`src/rtl/lsu_if.sv`:
```
// Data-memory bus between the load/store unit (master) and the data memory (slave).
// Handshake: the master holds mem_req, mem_we, mem_addr, mem_be and mem_wdata stable
// while mem_req=1; an access completes on the first rising edge where
// mem_req=1 and mem_ready=1, and mem_rdata is valid only on that cycle.
interface lsu_if;
  logic        mem_req;
  logic        mem_we;
  logic [31:0] mem_addr;
  logic [3:0]  mem_be;
  logic [31:0] mem_wdata;
  logic        mem_ready;
  logic [31:0] mem_rdata;

  modport master (
    output mem_req, mem_we, mem_addr, mem_be, mem_wdata,
    input  mem_ready, mem_rdata
  );

  modport slave (
    input  mem_req, mem_we, mem_addr, mem_be, mem_wdata,
    output mem_ready, mem_rdata
  );
endinterface

```
`src/rtl/lsu.sv`:
```
// Load/store unit: one access per core request, byte-lane formatting, bounded wait on
// the memory ready handshake, and a core stall held until the access retires.
module lsu #(
  parameter int unsigned MAXWAIT = 15
) (
  input  logic        clk,
  input  logic        reset,
  input  logic        req_valid,
  input  logic        req_write,
  input  logic [2:0]  funct3,
  input  logic [31:0] addr,
  input  logic [31:0] wdata,
  output logic        stall,
  output logic        done,
  output logic        err,
  output logic [31:0] rdata,
  output logic [1:0]  dbg_state,
  lsu_if.master       mem
);

  typedef enum logic [1:0] {
    S_IDLE = 2'd0,
    S_BUSY = 2'd1,
    S_DONE = 2'd2
  } state_t;

  localparam logic [7:0] MAXW = 8'(MAXWAIT);

  state_t      state_q, state_d;
  logic        we_q;
  logic [2:0]  f3_q;
  logic [1:0]  off_q;
  logic [31:0] maddr_q;
  logic [3:0]  be_q;
  logic [31:0] wd_q;
  logic [7:0]  cnt_q;
  logic        err_q;
  logic [31:0] rdata_q;

  logic        legal;
  logic [3:0]  be_d;
  logic [31:0] wd_d;
  logic [31:0] shifted;
  logic [31:0] load_fmt;
  logic        timeout;

  // Stores only exist in b/h/w flavours; unsigned variants are load-only.
  always_comb begin
    legal = 1'b0;
    case (funct3)
      3'b000:  legal = 1'b1;
      3'b001:  legal = ~addr[0];
      3'b010:  legal = (addr[1:0] == 2'b00);
      3'b100:  legal = ~req_write;
      3'b101:  legal = ~req_write & ~addr[0];
      default: legal = 1'b0;
    endcase
  end

  always_comb begin
    be_d = 4'b1111;
    wd_d = wdata;
    case (funct3[1:0])
      2'b00: begin
        be_d = 4'b0001 << addr[1:0];
        wd_d = {4{wdata[7:0]}};
      end
      2'b01: begin
        be_d = 4'b0011 << addr[1:0];
        wd_d = {2{wdata[15:0]}};
      end
      default: begin
        be_d = 4'b1111;
        wd_d = wdata;
      end
    endcase
  end

  always_comb begin
    shifted  = mem.mem_rdata >> {off_q, 3'b000};
    load_fmt = shifted;
    case (f3_q)
      3'b000:  load_fmt = {{24{shifted[7]}}, shifted[7:0]};
      3'b001:  load_fmt = {{16{shifted[15]}}, shifted[15:0]};
      3'b100:  load_fmt = {24'h0, shifted[7:0]};
      3'b101:  load_fmt = {16'h0, shifted[15:0]};
      default: load_fmt = shifted;
    endcase
  end

  assign timeout = ~mem.mem_ready && (cnt_q == MAXW);

  always_ff @(posedge clk or negedge reset) begin
    if (!reset) state_q <= S_IDLE;
    else        state_q <= state_d;
  end

  always_comb begin
    state_d = state_q;
    case (state_q)
      S_IDLE:  if (req_valid) state_d = legal ? S_BUSY : S_DONE;
      S_BUSY:  if (mem.mem_ready || timeout) state_d = S_DONE;
      S_DONE:  state_d = S_IDLE;
      default: state_d = S_IDLE;
    endcase
  end

  always_ff @(posedge clk or negedge reset) begin
    if (!reset) begin
      we_q    <= 1'b0;
      f3_q    <= 3'b000;
      off_q   <= 2'b00;
      maddr_q <= 32'h0;
      be_q    <= 4'b0000;
      wd_q    <= 32'h0;
      cnt_q   <= 8'h0;
      err_q   <= 1'b0;
      rdata_q <= 32'h0;
    end else if (state_q == S_IDLE && req_valid) begin
      if (legal) begin
        we_q    <= req_write;
        f3_q    <= funct3;
        off_q   <= addr[1:0];
        maddr_q <= {addr[31:2], 2'b00};
        be_q    <= be_d;
        wd_q    <= wd_d;
        cnt_q   <= 8'h0;
        err_q   <= 1'b0;
      end else begin
        err_q   <= 1'b1;
        rdata_q <= 32'h0;
      end
    end else if (state_q == S_BUSY) begin
      if (mem.mem_ready) begin
        rdata_q <= we_q ? 32'h0 : load_fmt;
        err_q   <= 1'b0;
      end else if (timeout) begin
        rdata_q <= 32'h0;
        err_q   <= 1'b1;
      end else begin
        cnt_q   <= cnt_q + 8'd1;
      end
    end
  end

  assign stall         = (state_q == S_IDLE && req_valid) || (state_q == S_BUSY);
  assign done          = (state_q == S_DONE);
  assign err           = done & err_q;
  assign rdata         = rdata_q;
  assign dbg_state     = state_q;
  assign mem.mem_req   = (state_q == S_BUSY);
  assign mem.mem_we    = (state_q == S_BUSY) & we_q;
  assign mem.mem_addr  = maddr_q;
  assign mem.mem_be    = be_q;
  assign mem.mem_wdata = wd_q;

endmodule

```
`src/flat_wrapper.sv`:
```
// flat-port wrapper written by rule: the top's interface ports become plain ports
module lsu_flat 
#(
  parameter int unsigned MAXWAIT = 15
)
  (clk, reset, req_valid, req_write, funct3, addr, wdata, stall, done, err, rdata, dbg_state, mem_mem_req, mem_mem_we, mem_mem_addr, mem_mem_be, mem_mem_wdata, mem_mem_ready, mem_mem_rdata);
  lsu_if mem_i ();
  input  logic clk;
  input  logic reset;
  input  logic req_valid;
  input  logic req_write;
  input  logic [2:0] funct3;
  input  logic [31:0] addr;
  input  logic [31:0] wdata;
  output logic stall;
  output logic done;
  output logic err;
  output logic [31:0] rdata;
  output logic [1:0] dbg_state;
  output wire logic [$bits(mem_i.mem_req)-1:0] mem_mem_req;
  output wire logic [$bits(mem_i.mem_we)-1:0] mem_mem_we;
  output wire logic [$bits(mem_i.mem_addr)-1:0] mem_mem_addr;
  output wire logic [$bits(mem_i.mem_be)-1:0] mem_mem_be;
  output wire logic [$bits(mem_i.mem_wdata)-1:0] mem_mem_wdata;
  input wire logic [$bits(mem_i.mem_ready)-1:0] mem_mem_ready;
  input wire logic [$bits(mem_i.mem_rdata)-1:0] mem_mem_rdata;
  assign mem_mem_req = mem_i.mem_req;
  assign mem_mem_we = mem_i.mem_we;
  assign mem_mem_addr = mem_i.mem_addr;
  assign mem_mem_be = mem_i.mem_be;
  assign mem_mem_wdata = mem_i.mem_wdata;
  assign mem_i.mem_ready = mem_mem_ready;
  assign mem_i.mem_rdata = mem_mem_rdata;
  lsu #(.MAXWAIT(MAXWAIT)) u_core (.clk(clk), .reset(reset), .req_valid(req_valid), .req_write(req_write), .funct3(funct3), .addr(addr), .wdata(wdata), .stall(stall), .done(done), .err(err), .rdata(rdata), .dbg_state(dbg_state), .mem(mem_i));
endmodule
```
`config.mk`:
```
export PLATFORM = sky130hd
export DESIGN_NAME = lsu_flat
export DESIGN_NICKNAME = d
export VERILOG_FILES = /design/src/rtl/lsu_if.sv /design/src/rtl/lsu.sv /design/src/flat_wrapper.sv
export SDC_FILE = /design/constraint.sdc
export NUM_CORES = 1
export LEC_CHECK = 0
export BUFFER_PORTS_ARGS = -buffer_cell sky130_fd_sc_hd__buf_2
export CORE_MARGIN = 2
export CORE_UTILIZATION = 54
export CTS_CLUSTER_SIZE = 14
export DETAILED_ROUTE_END_ITERATION = 7
export PLACE_DENSITY = 0.86
export RECOVER_POWER = 100
export SYNTH_ARGS = -nofsm -noshare
export SYNTH_HDL_FRONTEND = slang
export SYNTH_SLANG_ARGS = --single-unit
```
`constraint.sdc`:
```
create_clock -name clk -period 3.5 [get_ports clk]
set_input_delay 0.35 -clock clk [delete_from_list [all_inputs] [get_ports clk]]
set_output_delay 0.35 -clock clk [all_outputs]
set_load 0.1 [all_outputs]
```
==> reports/qor.txt, run 1 <==
Period minus WS final - 2.963 ns
CP Launch Point - u_core.dbg_state[1]$_DFFE_PN0P_
combinational share of power - 54.1%
GRT overflow - 0
via count - 5268
fraction of layout cells with a size suffix above 1 - 21.11%
post-cts resize count - 0
max-cap violations - 1
Main synth FF type - dfrtp_1
area grow syn2layout - 25.65%
pwr/cell area - 1098 nW/um2
Final Hold Viols - 0
largest net degree at the start of global routing - 60
Die Ht - 107.0 um
CTS Buffer Depth - 2
final setup vio count - 0
clk sink count - 115
switching power - 4581 uW
Slew @ Worst Pin - 1.643 ns
Crit-path slowest cell - clkbuf_1
total track usage - 29.19%
insertion delay to the later sink of the worst-skew pair - 0.51 ns
slack of the worst reg-to-reg path - 0.59 ns
gpl congestion - 0.9454
# diodes - 0
number of flops mapped to enable cells by yosys - 0
vias in the first global route - 5205
Mean Syn Cell Area - 9.831 um2
CTS Buf Count - 17
critical path depth - 3
worst setup margin - 0.5372 ns
warning count from the yosys run - 0
Reg-to-Reg Start - u_core.dbg_state[0]$_DFFE_PN0P_
max incr delay on CP - 0.89 ns
status - complete, but fails checks
DP HPWL - 11.53 mm
hold crit path type - input port to flop
Reg2Reg Capture Point - u_core.rdata[26]$_DFFE_PN0P_
failing checks - capacitance limit, slew limit
Max FO, Critical Path - 22
critical path required time - 3.15 ns
Root Buffer - clkbuf_8
Die Wd - 107.0 um
Cells after Synth - 583
WL final - 16.35 mm
Switching Fraction - 57.93%
1st-iter DRT viols - 436
PortBufs - 208
core footprint - 10320 um2
Seq pwr share - 25.8%
Peak VDD IR - 0.0007241 V
Cell Chain, Critical Path - nand2b_1, inv_1, clkbuf_1
post-synthesis sequential area ratio - 50.21%
Fin Setup TNS - 0 ns
CP Launch Type - flop
CP Capture Type - primary output
io pins - 211
Hold Slack - 0.02730 ns
global-route wire length before repair - 26.15 mm
number of synthesized register bits - 115
Via density - 5.683
clock slew at reported path FFs - 0.06 ns
Peak Freq - 337.5 MHz
Critical Path End - mem_mem_req
fin. max-slew vios - 58
CP bufs+invs - 2
CTS HTree Levels - 4
clk_skew - 0.007969 ns
Fillers - 835
crit share post-route - 84.65%
remaining antenna violation count - 0
Max transition margin - -9.556%
initial antenna violation count - 0
Syn Std Cell Area - 5732 um2
async set or reset register ratio after synthesis - 100.0%
CTS tree - built
pre-CTS setup slack - 0.9018 ns
WP data arrival - 2.61 ns
Initial Util - 55.52%
nets - 883
CP Class - flop to primary output
Clock power frac - 20.1%
full die area - 11450 um2
DR WL/cell - 17.63 um
# DRC - 0
number of detailed-route iterations in the first pass - 4
FP Rows - 37
internal power component - 3328 uW
Distinct cells, synth - 54
CP top delay family - buffers and inverters
RSZ-0062 raised after global routing - no
LEAKAGE - 0.003455 uW
r2r worst-path depth - 5
synth_stat cells (2+ instances only):
cell type  number  share of area [%]
o211ai_1       17                2.2
and3_1          2               0.22
buf_2           8               0.70
nor4_1          2               0.22
dfrtp_1       115                 50
a31oi_1         5               0.55
inv_1           6               0.39
a211oi_1        8                1.0
buf_4           3               0.39
nand2_1       156                 10
buf_1           4               0.26
a21oi_1        19                1.7
o41ai_1         6               0.92
o2bb2ai_1       6               0.92
nand2b_1        3               0.33
clkbuf_1       26                1.7
nand3b_1        2               0.26
a22o_1          3               0.46
nor2_1         22                1.4
a311oi_2        2               0.52
and2_1          2               0.22
nand3_1         7               0.61
mux2i_1        35                6.1
a21oi_2         2               0.31
o21ai_0        36                3.1
mux2_2         14                2.8
a32o_1         15                2.6
o31ai_1         8                1.0
mux2_4          9                2.4
nor2b_1        13                1.4
o22ai_1         4               0.44
power groups by stage:
| stage | Clock (uW) | Combinational (uW) | Sequential, uW |
|---|---|---|---|
| after floorplan | 0 | 981 | 4690 |
| after global placement | 0 | 4350 | 2010 |
| after detailed placement | 0 | 4400 | 2030 |
| after CTS | 1610 | 4410 | 2030 |
| after global routing | 1680 | 4430 | 2090 |
| final | 1590 | 4280 | 2040 |
worst reg2reg max path: stages (launching register included):
cell,delay (ns)
dfrtp_1,0.44
nor3b_1,1.04
nand3_4,0.43
o21a_4,0.34
inv_6,0.18
mux2_1,0.36
how the worst min path moves through the flow:
stage / start / end / slack, ns / depth (start not counted)
2_1_floorplan: reset / u_core.cnt_q[0]$_DFFE_PN0P_ / 0.05 / 0
3_3_place_gp: reset / u_core.mem.mem_wdata[30]$_DFFE_PN0P_ / 0.45 / 1
3_5_place_dp: reset / u_core.mem.mem_wdata[29]$_DFFE_PN0P_ / 0.46 / 1
4_1_cts: addr[31] / u_core.mem.mem_addr[31]$_DFFE_PN0P_ / 0.005 / 3
5_1_grt: addr[2] / u_core.mem.mem_addr[2]$_DFFE_PN0P_ / 0.02 / 3
6_report: addr[3] / u_core.mem.mem_addr[3]$_DFFE_PN0P_ / 0.03 / 3
routing by layer:
metal,share of wire [%],vias to the layer above,track usage (%)
met3,6.6,45,6.991
met2,50,251,48.06
met4,2.8,0,12.52
met1,40,2524,36.78
met5,0,-,0
li1,-,2448,-
cells by family (layout without fill, tap and decap cells):
| group | after synthesis | after routing | share of synthesized area (%) |
|---|---|---|---|
| mux | 59 | 59 | 11.61 |
| fa+ha+maj | 1 | 1 | 0.2183 |
| other cells | 1 | 2 | 0.06543 |
| compound gates | 137 | 137 | 16.98 |
| simple gates | 219 | 219 | 16.63 |
| flops | 115 | 115 | 50.21 |
| buf+inv | 51 | 258 | 4.278 |
flip-flops by register name, summed over array words and instances, names as in the netlist:
name                  count
u_core.mem.mem_wdata     32
u_core.rdata             32
u_core.mem.mem_addr      30
u_core.cnt_q              8
u_core.mem.mem_be         4
u_core.f3_q               3
u_core.dbg_state          2
u_core.off_q              2
u_core.err_q              1
u_core.we_q               1
what timing repair did:
action / CTS / global route
hold buffers: 2 / 0
hold endpoints to repair: 57 / 0
setup buffers: 0 / 0
cells in the final DEF, fill, tap and decap left out, types with 4 or more instances in the layout:
cell	n
a211oi_1	8
a21oi_1	20
a31oi_1	5
a32o_1	15
buf_2	102
buf_4	5
clkbuf_1	109
clkbuf_16	16
clkbuf_8	4
clkinv_2	4
clkinvlp_4	4
dfrtp_1	115
inv_1	6
mux2_1	8
mux2_2	14
mux2i_1	35
nand2_1	156
nand3_1	7
nor2_1	22
nor2b_1	12
o211ai_1	17
o21ai_0	36
o22ai_1	4
o2bb2ai_1	6
o31ai_1	8
o41ai_1	6
per-stage QoR:
| stage | power [uW] | util, % | cell area, um2 | instances |
|---|---|---|---|---|
| 2_1_floorplan | 5667 | - | 5738 | 584 |
| 3_3_place_gp | 6354 | 66.09 | 6823 | 893 |
| 3_5_place_dp | 6434 | 66.09 | 6823 | 893 |
| 4_1_cts | 8053 | 71.58 | 7390 | 927 |
| 5_1_grt | 8191 | 69.76 | 7202 | 927 |
| 6_report | 7909 | 69.76 | 7202 | 927 |
layout make-up:
type | count | area [um2] | share of cell area (%)
Clock buffer | 23 | 466.7 | 6.480
Sequential cell | 115 | 2878 | 39.96
Tap cell | 136 | 170.2 | 2.363
Inverter | 8 | 35.03 | 0.4864
Clock inverter | 9 | 80.08 | 1.112
Timing Repair Buffer | 218 | 996.0 | 13.83
Multi-Input combinational cell | 418 | 2576 | 35.77
Note: power is estimated with default switching activity, not from simulation.
==> inputs of run 2 (changes only) <==
--- a/config.mk
+++ b/config.mk
@@ -7,10 +7,10 @@
 export LEC_CHECK = 0
 export BUFFER_PORTS_ARGS = -buffer_cell sky130_fd_sc_hd__buf_2
 export CORE_MARGIN = 2
-export CORE_UTILIZATION = 54
+export CORE_UTILIZATION = 50
 export CTS_CLUSTER_SIZE = 14
 export DETAILED_ROUTE_END_ITERATION = 7
-export PLACE_DENSITY = 0.86
+export PLACE_DENSITY = 0.81
 export RECOVER_POWER = 100
 export SYNTH_ARGS = -nofsm -noshare
 export SYNTH_HDL_FRONTEND = slang
==> constraint.sdc (replaced) <==
create_clock -name clk -period 3 [get_ports clk]
set_input_delay 0.3 -clock clk [delete_from_list [all_inputs] [get_ports clk]]
set_output_delay 0.3 -clock clk [all_outputs]
set_load 0.1 [all_outputs]
==> run 2 against run 1 <==
Net effect: the run still ends with capacitance limit, slew limit left; combinational power up 16%; largest power group unchanged; sequential power up 17%; die area up 7.7%; global-route usage down 2.6 points; largest cell class unchanged; critical endpoint is now stall; core utilization down 5.7 points; wire length down 1.8%; clock skew down 0.0024 ns; worst hold slack better by 0.053 ns.
==> reports/qor.txt, run 2 (synthesized netlist as in run 1, its figures left out) <==
status - complete, but fails checks (unchanged)
failing checks - capacitance limit, slew limit (unchanged)
CTS Buf Count - 17 (unchanged)
fraction of layout cells with a size suffix above 1 - 21.42% (was 21.11%)
pwr/cell area - 1294 nW/um2 (was 1098 nW/um2)
total track usage - 26.55% (was 29.19%)
vias in the first global route - 5310 (was 5205)
# DRC - 0 (unchanged)
Final Hold Viols - 0 (unchanged)
Cell Chain, Critical Path - or3b_2, nand2_1, clkbuf_1 (was nand2b_1, inv_1, clkbuf_1)
Crit-path slowest cell - clkbuf_1 (unchanged)
placed cell areas - 6839 um2 (was 6823 um2)
DP HPWL - 11.31 mm (was 11.53 mm)
Reg-to-Reg Start - u_core.cnt_q[0]$_DFFE_PN0P_ (was u_core.dbg_state[0]$_DFFE_PN0P_)
Initial Util - 50.63% (was 55.52%)
Max FO, Critical Path - 6 (was 22)
Clock power frac - 21.6% (was 20.1%)
WL final - 16.05 mm (was 16.35 mm)
max-cap violations - 1 (unchanged)
WP data arrival - 2.39 ns (was 2.61 ns)
clk sink count - 115 (unchanged)
Slew @ Worst Pin - 1.543 ns (was 1.643 ns)
io pins - 211 (unchanged)
Switching Fraction - 56.66% (was 57.93%)
Period minus WS final - 2.687 ns
via count - 5262 (was 5268)
initial antenna violation count - 2 (was 0)
crit share post-route - 89.55%
CTS Buffer Depth - 2 (unchanged)
RSZ-0062 raised after global routing - no (unchanged)
CP Class - flop to primary output (unchanged)
fin. max-slew vios - 115 (was 58)
worst setup margin - 0.3134 ns (was 0.5372 ns)
hold crit path type - input port to flop (unchanged)
CP top delay family - buffers and inverters (unchanged)
Placed Instances - 899 (was 893)
Root Buffer - clkbuf_16 (was clkbuf_8)
FP Rows - 39 (was 37)
Peak Freq - 372.2 MHz
max incr delay on CP - 0.86 ns (was 0.89 ns)
remaining antenna violation count - 0 (unchanged)
final std cells w/o fill - 934 (was 927)
LEAKAGE - 0.003484 uW (was 0.003455 uW)
slack of the worst reg-to-reg path - 0.53 ns (was 0.59 ns)
Hold EP - u_core.mem.mem_addr[11]$_DFFE_PN0P_ (was u_core.mem.mem_addr[3]$_DFFE_PN0P_)
global-route wire length before repair - 26.10 mm (was 26.15 mm)
CP Capture Type - primary output (unchanged)
full die area - 12340 um2 (was 11450 um2)
fin area - 7251 um2 (was 7202 um2)
CTS HTree Levels - 4 (unchanged)
Fillers - 987 (was 835)
DR WL/cell - 17.19 um (was 17.63 um)
final setup vio count - 0 (unchanged)
Via density - 5.634 (was 5.683)
pre-CTS setup slack - 0.5953 ns (was 0.9018 ns)
number of detailed-route iterations in the first pass - 6 (was 4)
PortBufs - 208 (unchanged)
critical path required time - 2.70 ns (was 3.15 ns)
clock slew at reported path FFs - 0.05 ns (was 0.06 ns)
Peak VDD IR - 0.0009054 V (was 0.0007241 V)
gpl congestion - 0.9011 (was 0.9454)
Reg2Reg Capture Point - u_core.rdata[26]$_DFFE_PN0P_ (unchanged)
most frequent cells in the layout - nand2_1 (156), dfrtp_1 (115), clkbuf_1 (108) (was nand2_1 (156), dfrtp_1 (115), clkbuf_1 (109))
largest net degree at the start of global routing - 115 (was 60)
commonest non-fill, non-tap cell in the layout - nand2_1 (unchanged)
CP bufs+invs - 1 (was 2)
internal power component - 4068 uW (was 3328 uW)
combinational share of power - 53.1% (was 54.1%)
CTS tree - built (unchanged)
Seq pwr share - 25.3% (was 25.8%)
Post-CTS Setup Repair Bufs - 0 (unchanged)
CP Launch Type - flop (unchanged)
clk_skew - 0.005598 ns (was 0.007969 ns)
Max transition margin - -2.879% (was -9.556%)
r2r worst-path depth - 6 (was 5)
core footprint - 11320 um2 (was 10320 um2)
Die Ht - 111.1 um (was 107.0 um)
area grow syn2layout - 26.50% (was 25.65%)
insertion delay to the later sink of the worst-skew pair - 0.41 ns (was 0.51 ns)
Hold Path Depth - 3 (unchanged)
1st-iter DRT viols - 369 (was 436)
Die Wd - 111.1 um (was 107.0 um)
GRT overflow - 0 (unchanged)
switching power - 5317 uW (was 4581 uW)
nets - 881 (was 883)
Hold Path Origin - addr[11] (was addr[3])
run 2: cell types whose count changed in the layout (fill, tap and decap cells not counted), moves of 2 or more:
cell        delta
clkbuf_4       +2
clkinv_2       +3
clkbuf_8       -2
clkinvlp_4     -4
diode_2        +2
bufinv_16      +2
clkbuf_2       -2
run 2: worst max path at each step:
stage / from / end / slack (ns) / cells after the start
finish: u_core.dbg_state[0]$_DFFE_PN0P_ / stall / 0.31 / 3
global route: u_core.dbg_state[0]$_DFFE_PN0P_ / stall / 0.24 / 3
CTS: u_core.cnt_q[0]$_DFFE_PN0P_ / u_core.rdata[29]$_DFFE_PN0P_ / 0.59 / 6
detailed placement: u_core.dbg_state[0]$_DFFE_PN0P_ / u_core.rdata[25]$_DFFE_PN0P_ / 0.60 / 5
global placement: u_core.cnt_q[0]$_DFFE_PN0P_ / u_core.rdata[30]$_DFFE_PN0P_ / 0.66 / 6
floorplan: u_core.dbg_state[1]$_DFFE_PN0P_ / err / -0.14 / 2
run 2: repair_timing:
action | in CTS | in global routing
resized for setup | 0 | 0
hold buffers | 1 | 0
hold endpoints to repair | 1 | 0
setup endpoints to repair | 0 | 0
run 2: final cells by class:
class / count / area [um2] / share of cell area (%)
Timing Repair Buffer: 216 / 970.9 / 13.39
Sequential cell: 115 / 2878 / 39.69
Tap cell: 143 / 178.9 / 2.468
Clock inverter: 11 / 133.9 / 1.846
Multi-Input combinational cell: 418 / 2589 / 35.70
Clock buffer: 21 / 460.4 / 6.350
Inverter: 8 / 35.03 / 0.4832
Antenna cell: 2 / 5.005 / 0.06903
run 2: routing by layer:
layer	track usage [%]	vias up	part of all wire, %
met5	0	-	0
met4	15.72	0	4.5
met3	7.709	58	7.4
met2	42.94	271	48
met1	31.57	2483	40
li1	-	2450	-
run 2: worst reg2reg max path, cell delays in order, from the launching register on:
cell and delay [ns]:
dfrtp_1 0.40, ha_1 0.23, and3_1 0.26, a21oi_2 0.62, o21a_4 0.35, inv_6 0.12
mux2_1 0.35
run 2: power by group through the flow:
stage / Combinational, uW / Clock [uW] / Sequential (uW)
finish: 4980 / 2020 / 2380
global placement: 5080 / 0 / 2350
detailed placement: 5150 / 0 / 2370
global route: 5180 / 2130 / 2440
CTS: 5160 / 2050 / 2360
floorplan: 1150 / 0 / 5470
run 2: through the flow:
| stage | hold slack, ns | total power, uW | setup TNS [ns] | utilization [%] |
|---|---|---|---|---|
| detailed placement | 0.09245 | 7514 | 0 | 60.41 |
| global placement | 0.09378 | 7424 | 0 | 60.41 |
| global route | 0.07173 | 9752 | 0 | 64.05 |
| CTS | 0.06295 | 9572 | 0 | 65.75 |
| floorplan | 0.004409 | 6613 | -0.1368 | - |
| finish | 0.08014 | 9385 | 0 | 64.05 |
